==> src/rtl/dmem_pkg.sv <==
// ============================================================================
// Module      : dmem_pkg
// Description : Shared types and constants for the dmem_responder slice.
// Revision    : 1.0 - initial release
// ============================================================================
`default_nettype none

package dmem_pkg;

    localparam int BE_W  = 4;
    localparam int CNT_W = 4;

    typedef enum logic [1:0] {
        IDLE = 2'd0,
        WAIT = 2'd1,
        RESP = 2'd2
    } state_t;

endpackage

`default_nettype wire

==> src/rtl/dmem_array.sv <==
// ============================================================================
// Module      : dmem_array
// Description : Byte-enabled word array with synchronous write and a
//               registered read port, both qualified by the commit strobes.
// Revision    : 1.0 - initial release
// ============================================================================
`default_nettype none

module dmem_array
    import dmem_pkg::*;
#(
    parameter int ADDR_W = 5,
    parameter int DATA_W = 32
) (
    input  logic              clk,
    input  logic              i_wr_en,
    input  logic              i_rd_en,
    input  logic [ADDR_W-1:0] i_idx,
    input  logic [DATA_W-1:0] i_wdata,
    input  logic [BE_W-1:0]   i_be,
    output logic [DATA_W-1:0] o_rdata
);

    logic [DATA_W-1:0] r_mem [2**ADDR_W];
    logic [DATA_W-1:0] r_rdata;

    // Contents are deliberately left unreset; only committed stores change them.
    always_ff @(posedge clk) begin
        if (i_wr_en) begin
            for (int b = 0; b < BE_W; b++) begin
                if (i_be[b]) begin
                    r_mem[i_idx][b*8 +: 8] <= i_wdata[b*8 +: 8];
                end
            end
        end
        if (i_rd_en) begin
            r_rdata <= r_mem[i_idx];
        end
    end

    assign o_rdata = r_rdata;

endmodule

`default_nettype wire

==> src/rtl/dmem_responder.sv <==
// ============================================================================
// Module      : dmem_responder
// Description : Valid/ready data-memory slave with programmable wait states.
//               Optional address checking enabled by DMEM_ADDR_CHECK_EN.
// Revision    : 1.0 - initial release
// ============================================================================
`default_nettype none

module dmem_responder
    import dmem_pkg::*;
#(
    parameter int ADDR_W      = 5,
    parameter int DATA_W      = 32,
    parameter int WAIT_CYCLES = 2
) (
    input  logic              clk,
    input  logic              reset,
    input  logic              req_valid,
    output logic              req_ready,
    input  logic              req_we,
    input  logic [31:0]       req_addr,
    input  logic [DATA_W-1:0] req_wdata,
    input  logic [BE_W-1:0]   req_be,
    output logic              rsp_valid,
    input  logic              rsp_ready,
    output logic [DATA_W-1:0] rsp_rdata,
    output logic              rsp_err
);

    state_t            r_state;
    state_t            w_state_nxt;
    logic [CNT_W-1:0]  r_cnt;
    logic              r_we;
    logic [31:0]       r_addr;
    logic [DATA_W-1:0] r_wdata;
    logic [BE_W-1:0]   r_be;
    logic              r_rd_sel;
    logic              r_err;
    logic              w_accept;
    logic              w_commit;
    logic              w_fault;
    logic              w_rsp_done;
    logic [DATA_W-1:0] w_arr_rdata;

    assign req_ready  = (r_state == IDLE) && !reset;
    assign w_accept   = req_valid && req_ready;
    assign w_commit   = (r_state == WAIT) && (r_cnt == '0) && !reset;
    assign w_rsp_done = (r_state == RESP) && rsp_ready;

`ifdef DMEM_ADDR_CHECK_EN
    assign w_fault = (r_addr[1:0] != 2'b00) || (r_addr[31:ADDR_W+2] != '0);
`else
    logic w_unused_addr;
    assign w_unused_addr = ^{r_addr[31:ADDR_W+2], r_addr[1:0]};
    assign w_fault       = 1'b0;
`endif

    always_ff @(posedge clk) begin
        if (reset) begin
            r_state <= IDLE;
        end else begin
            r_state <= w_state_nxt;
        end
    end

    always_comb begin
        w_state_nxt = r_state;
        case (r_state)
            IDLE:    if (w_accept)      w_state_nxt = WAIT;
            WAIT:    if (r_cnt == '0)   w_state_nxt = RESP;
            RESP:    if (rsp_ready)     w_state_nxt = IDLE;
            default:                    w_state_nxt = IDLE;
        endcase
    end

    // Loading WAIT_CYCLES (not minus one) puts the commit edge at accept+1+WAIT_CYCLES.
    always_ff @(posedge clk) begin
        if (reset) begin
            r_cnt <= '0;
        end else if (w_accept) begin
            r_cnt <= CNT_W'(WAIT_CYCLES);
        end else if ((r_state == WAIT) && (r_cnt != '0)) begin
            r_cnt <= r_cnt - 1'b1;
        end
    end

    always_ff @(posedge clk) begin
        if (w_accept) begin
            r_we    <= req_we;
            r_addr  <= req_addr;
            r_wdata <= req_wdata;
            r_be    <= req_be;
        end
    end

    always_ff @(posedge clk) begin
        if (reset) begin
            r_rd_sel <= 1'b0;
            r_err    <= 1'b0;
        end else if (w_commit) begin
            r_rd_sel <= !r_we && !w_fault;
            r_err    <= w_fault;
        end else if (w_rsp_done) begin
            r_rd_sel <= 1'b0;
            r_err    <= 1'b0;
        end
    end

    dmem_array #(
        .ADDR_W (ADDR_W),
        .DATA_W (DATA_W)
    ) u_array (
        .clk     (clk),
        .i_wr_en (w_commit && r_we && !w_fault),
        .i_rd_en (w_commit && !r_we && !w_fault),
        .i_idx   (r_addr[ADDR_W+1:2]),
        .i_wdata (r_wdata),
        .i_be    (r_be),
        .o_rdata (w_arr_rdata)
    );

    assign rsp_valid = (r_state == RESP);
    assign rsp_rdata = r_rd_sel ? w_arr_rdata : '0;
    assign rsp_err   = r_err;

endmodule

`default_nettype wire

==> config.mk <==
export PLATFORM = sky130hd
export DESIGN_NAME = dmem_responder
export DESIGN_NICKNAME = d
export VERILOG_FILES = /design/src/rtl/dmem_pkg.sv /design/src/rtl/dmem_array.sv /design/src/rtl/dmem_responder.sv
export SDC_FILE = /design/constraint.sdc
export NUM_CORES = 1
export LEC_CHECK = 0
export BUFFER_PORTS_ARGS = -buffer_cell sky130_fd_sc_hd__buf_4
export CORE_ASPECT_RATIO = 0.5
export CORE_MARGIN = 2
export CORE_UTILIZATION = 42
export DETAILED_ROUTE_END_ITERATION = 6
export PLACE_DENSITY = 0.6
export SYNTH_ARGS = -nofsm -noshare
export SYNTH_HDL_FRONTEND = slang
export SYNTH_SLANG_ARGS = --single-unit
==> constraint.sdc <==
create_clock -name clk -period 13.3 [get_ports clk]
set_clock_uncertainty 0.1 [all_clocks]
set_input_delay 2.66 -clock clk [delete_from_list [all_inputs] [get_ports clk]]
set_output_delay 2.66 -clock clk [all_outputs]
set_load 0.005 [all_outputs]
==> impl_metrics.prom <==
# TYPE chip_impl_metric gauge
chip_impl_info{name="status",value="finished clean"} 1
chip_impl_metric{name="p_per_area",unit="nW/um^2"} 148
chip_impl_metric{name="grt_pass1_vias",unit=""} 21300
chip_impl_metric{name="fin_crit_sh",unit="%"} 44.7
chip_impl_metric{name="setup.reg_to_reg.worst_slack",unit="ns"} 8.52
chip_impl_metric{name="area_growth",unit="%"} 12.1
chip_impl_metric{name="antenna_found_initial",unit=""} 1
chip_impl_metric{name="mappedNetlistNets",unit=""} 2450
chip_impl_metric{name="leakage",unit="nW"} 16.1
chip_impl_metric{name="first_pass_drt_iterations",unit=""} 5
chip_impl_metric{name="fin_ws",unit="ns"} 7.35
chip_impl_metric{name="grt_first_pass_wirelength",unit="um"} 145000
chip_impl_metric{name="setup_tns",unit="ns"} 0
chip_impl_metric{name="design.die.area",unit="um^2"} 104000
chip_impl_metric{name="yosysWarningCount",unit=""} 0
chip_impl_metric{name="cts_hold_buffers",unit=""} 0
chip_impl_info{name="startpoint_type",value="input pin"} 1
chip_impl_metric{name="use_met2",unit="%"} 31.3
chip_impl_metric{name="worst-r2r-cell-count",unit=""} 7
chip_impl_info{name="crit_slowest_cell",value="sky130_fd_sc_hd__nor3_1"} 1
chip_impl_metric{name="grt.total_usage",unit="%"} 19.5
chip_impl_metric{name="synth-seq-cells",unit=""} 1105
chip_impl_info{name="top_usage_layer",value="met2"} 1
chip_impl_metric{name="total_power",unit="mW"} 7.03
chip_impl_metric{name="final_antenna_diode_count",unit=""} 0
chip_impl_metric{name="cell_count_along_the_critical_path",unit=""} 3
chip_impl_metric{name="worst_slew_pin_slew",unit="ns"} 1.32
chip_impl_metric{name="setup_viol",unit=""} 0
chip_impl_info{name="critical_path.cell_chain",value="buf_4, nor3_1, buf_4"} 1
chip_impl_info{name="timing.critical_path.to_type",value="output pin"} 1
chip_impl_metric{name="placedInstanceArea",unit="um^2"} 44400
chip_impl_metric{name="critical_path_peak_fanout",unit=""} 8
chip_impl_metric{name="pins_over_their_slew_limit",unit=""} 0
chip_impl_metric{name="cts.htree.levels",unit=""} 3
chip_impl_metric{name="rows",unit=""} 82
chip_impl_info{name="setup_repair_after_global_routing_missed_its_margin",value="no"} 1
chip_impl_metric{name="synth.avg_cell_area",unit="um^2"} 17.9
chip_impl_metric{name="layout_cell_share_with_drive_strength_beyond_1",unit="%"} 11.2
chip_impl_metric{name="dpl_worst_slack",unit="ns"} 7.35
chip_impl_metric{name="max_cap_violations",unit=""} 0
chip_impl_metric{name="final.fill_count",unit=""} 8422
chip_impl_metric{name="final_net_count",unit=""} 2537
chip_impl_metric{name="wl_per_cell",unit="um"} 26.3
chip_impl_info{name="critical_path.endpoint",value="req_ready"} 1
chip_impl_metric{name="global_route.overflow_total",unit=""} 0
chip_impl_metric{name="critical-path-max-stage-delay",unit="ns"} 0.22
chip_impl_metric{name="fmax",unit="GHz"} 0.168
chip_impl_metric{name="port-buffer-count",unit=""} 79
chip_impl_metric{name="distinct_cell_type_count_after_synthesis",unit=""} 39
chip_impl_metric{name="groute.layer.met3.usage",unit="%"} 3.71
chip_impl_info{name="worst_r2r_startpoint",value="r_addr[3]$_DFFE_PP_"} 1
chip_impl_metric{name="worst_slew_margin_rel",unit="%"} 12.2
chip_impl_metric{name="synth-seq-area-share",unit="%"} 78.0
chip_impl_metric{name="place.gp.congestion",unit=""} 0.816
chip_impl_metric{name="worst_ep_arrival_time",unit="ns"} 3.19
chip_impl_metric{name="clkLatencyLatePin",unit="ns"} 0.69
chip_impl_metric{name="dieHeight",unit="um"} 229
chip_impl_metric{name="detailed_place_hpwl",unit="um"} 61200
chip_impl_metric{name="post_synth_inst_count",unit=""} 2376
chip_impl_metric{name="postCtsSetupBuffers",unit=""} 0
chip_impl_metric{name="coreArea",unit="um^2"} 100000
chip_impl_info{name="synth_flop_cell",value="sky130_fd_sc_hd__edfxtp_1"} 1
chip_impl_info{name="regToRegEndpoint",value="u_array.o_rdata[17]$_DFFE_PP_"} 1
chip_impl_metric{name="cp_data_required_time",unit="ns"} 10.54
chip_impl_metric{name="count_of_routing_violations_after_the_opening_detailed_route_iteration",unit=""} 2168
chip_impl_metric{name="synthArstFlopShare",unit="%"} 0
chip_impl_info{name="mostFrequentLayoutCell",value="sky130_fd_sc_hd__edfxtp_1"} 1
chip_impl_metric{name="synth_enable_flop_cells",unit=""} 1098
chip_impl_metric{name="count_of_buffering_cells_on_the_critical_path_with_inverters_included",unit=""} 2
chip_impl_metric{name="clk_pin_slew_worst_paths",unit="ns"} 0.06
chip_impl_metric{name="postRouteAntennaNets",unit=""} 0
chip_impl_metric{name="final_hold_violation_count",unit=""} 0
chip_impl_info{name="crit_top_cell",value="sky130_fd_sc_hd__buf_4"} 1
chip_impl_metric{name="tritoncts.num_buffers",unit=""} 99
chip_impl_metric{name="drc",unit=""} 0
chip_impl_metric{name="post_drt_via_cell_ratio",unit=""} 5.57
chip_impl_metric{name="syn_std_cell_area",unit="um^2"} 42400
chip_impl_info{name="min_path_type",value="reg2reg"} 1
chip_impl_info{name="cts_tree",value="yes"} 1
chip_impl_metric{name="period_minus_slack",unit="ns"} 5.95
chip_impl_metric{name="clk_path_buf_depth",unit=""} 3
chip_impl_info{name="clk_root_buf",value="sky130_fd_sc_hd__clkbuf_16"} 1
chip_impl_info{name="final_cell_mix",value="sky130_fd_sc_hd__edfxtp_1, sky130_fd_sc_hd__mux2i_1, sky130_fd_sc_hd__o22ai_1"} 1
chip_impl_metric{name="totalWireLength",unit="um"} 102000
chip_impl_metric{name="routed-via-count",unit=""} 21700
chip_impl_metric{name="globalRouteMet1Util",unit="%"} 26.4
chip_impl_metric{name="initial_core_util",unit="%"} 42.4
chip_impl_info{name="timing.critical_path.from",value="reset"} 1
chip_impl_info{name="critPathTopFamily",value="buffers and inverters"} 1
chip_impl_metric{name="irDropWorstVdd",unit="mV"} 0.112
chip_impl_metric{name="die_w",unit="um"} 453
chip_impl_metric{name="final_design_area_no_fill",unit="um^2"} 47600
chip_impl_info{name="critPathKind",value="in2out"} 1
chip_impl_metric{name="postCtsResizedCells",unit=""} 0
chip_impl_metric{name="grt_max_degree",unit=""} 63
chip_impl_metric{name="cts_num_sinks",unit=""} 1105
chip_impl_metric{name="num_io_pins",unit=""} 108
[worst register-to-register path, stage by stage, from the launching register on]
cell	delay, ns
sky130_fd_sc_hd__edfxtp_1	0.32
sky130_fd_sc_hd__buf_4	0.64
sky130_fd_sc_hd__buf_4	0.84
sky130_fd_sc_hd__buf_4	0.98
sky130_fd_sc_hd__mux2i_1	0.42
sky130_fd_sc_hd__o22ai_1	0.17
sky130_fd_sc_hd__nor4_1	0.76
sky130_fd_sc_hd__nand2_1	0.24
[logic make-up after synthesis]
family / count (synthesis) / share of synthesized area, %
other: 1 / 0.00884
adders and majority gates: 1 / 0.0295
xor gates and xnor gates: 3 / 0.0619
muxes: 513 / 12.1
buffers and inverters: 150 / 1.86
and+or+nand+nor: 342 / 4.01
AOI/OAI and AO/OA: 261 / 3.88
DFF: 1105 / 78.0
[worst min path at each step]
stage	startpoint	endpoint	cells after the start
after floorplan	r_cnt[3]$_SDFFE_PP0P_	r_cnt[3]$_SDFFE_PP0P_	2
after global placement	r_cnt[3]$_SDFFE_PP0P_	r_cnt[3]$_SDFFE_PP0P_	2
after detailed placement	r_cnt[3]$_SDFFE_PP0P_	r_cnt[3]$_SDFFE_PP0P_	2
after CTS	r_cnt[3]$_SDFFE_PP0P_	r_cnt[3]$_SDFFE_PP0P_	2
after global routing	r_cnt[3]$_SDFFE_PP0P_	r_cnt[3]$_SDFFE_PP0P_	2
final	r_cnt[3]$_SDFFE_PP0P_	r_cnt[3]$_SDFFE_PP0P_	2
[metrics by stage]
stage	utilization, %	std cells	hold slack (ns)
after floorplan	-	2376	0.386
after global placement	44.3	3706	0.413
after detailed placement	44.3	3706	0.419
after CTS	47.5	3885	0.440
after global routing	47.5	3885	0.463
final	47.5	3885	0.437
[synth_stat cells (5+ instances only)]
library cell | number | area share (%)
sky130_fd_sc_hd__edfxtp_1 | 1098 | 78
sky130_fd_sc_hd__mux2i_1 | 513 | 12
sky130_fd_sc_hd__o22ai_1 | 254 | 3.7
sky130_fd_sc_hd__nor2_1 | 137 | 1.2
sky130_fd_sc_hd__buf_2 | 83 | 0.98
sky130_fd_sc_hd__nand2_1 | 66 | 0.58
sky130_fd_sc_hd__nor4_1 | 65 | 0.96
sky130_fd_sc_hd__clkbuf_1 | 40 | 0.35
sky130_fd_sc_hd__and2_1 | 34 | 0.50
sky130_fd_sc_hd__buf_6 | 13 | 0.35
sky130_fd_sc_hd__buf_4 | 7 | 0.12
sky130_fd_sc_hd__dfxtp_1 | 7 | 0.33
sky130_fd_sc_hd__nand3_1 | 7 | 0.083
sky130_fd_sc_hd__nand4bb_1 | 7 | 0.19
sky130_fd_sc_hd__inv_1 | 5 | 0.044
[state kept, by name, summed over array words and instances, names as in the netlist]
signal	cells
r_addr	5
r_be	4
r_cnt	4
r_rd_sel	1
r_state	2
r_wdata	32
r_we	1
u_array.o_rdata	32
u_array.r_mem	1024
[report_power, final]
group / total [mW] / leakage (nW) / switching (mW) / internal (mW)
Sequential: 3.89 / 9.94 / 0.0364 / 3.85
Clock: 2.84 / 1.56 / 1.26 / 1.58
Combinational: 0.304 / 4.62 / 0.198 / 0.106
Total: 7.03 / 16.1 / 1.49 / 5.54
[final cells by class]
| class | instances | area, um^2 | area share [%] |
|---|---|---|---|
| flip-flops and latches | 1105 | 33100 | 69.6 |
| multi-input cells | 1121 | 8560 | 18.0 |
| clock buffers | 117 | 2650 | 5.58 |
| well taps | 1344 | 1680 | 3.54 |
| repair buffers | 131 | 983 | 2.07 |
| clock inverters | 62 | 546 | 1.15 |
| inverters | 5 | 18.8 | 0.0395 |
[metal layers]
layer  part of all wire, %  vias up
met5                     0        -
met4                   3.5        0
met3                   6.7      178
met2                    48      741
met1                    42    11100
li1                      -     9640
(Power assumes the default switching activity.)
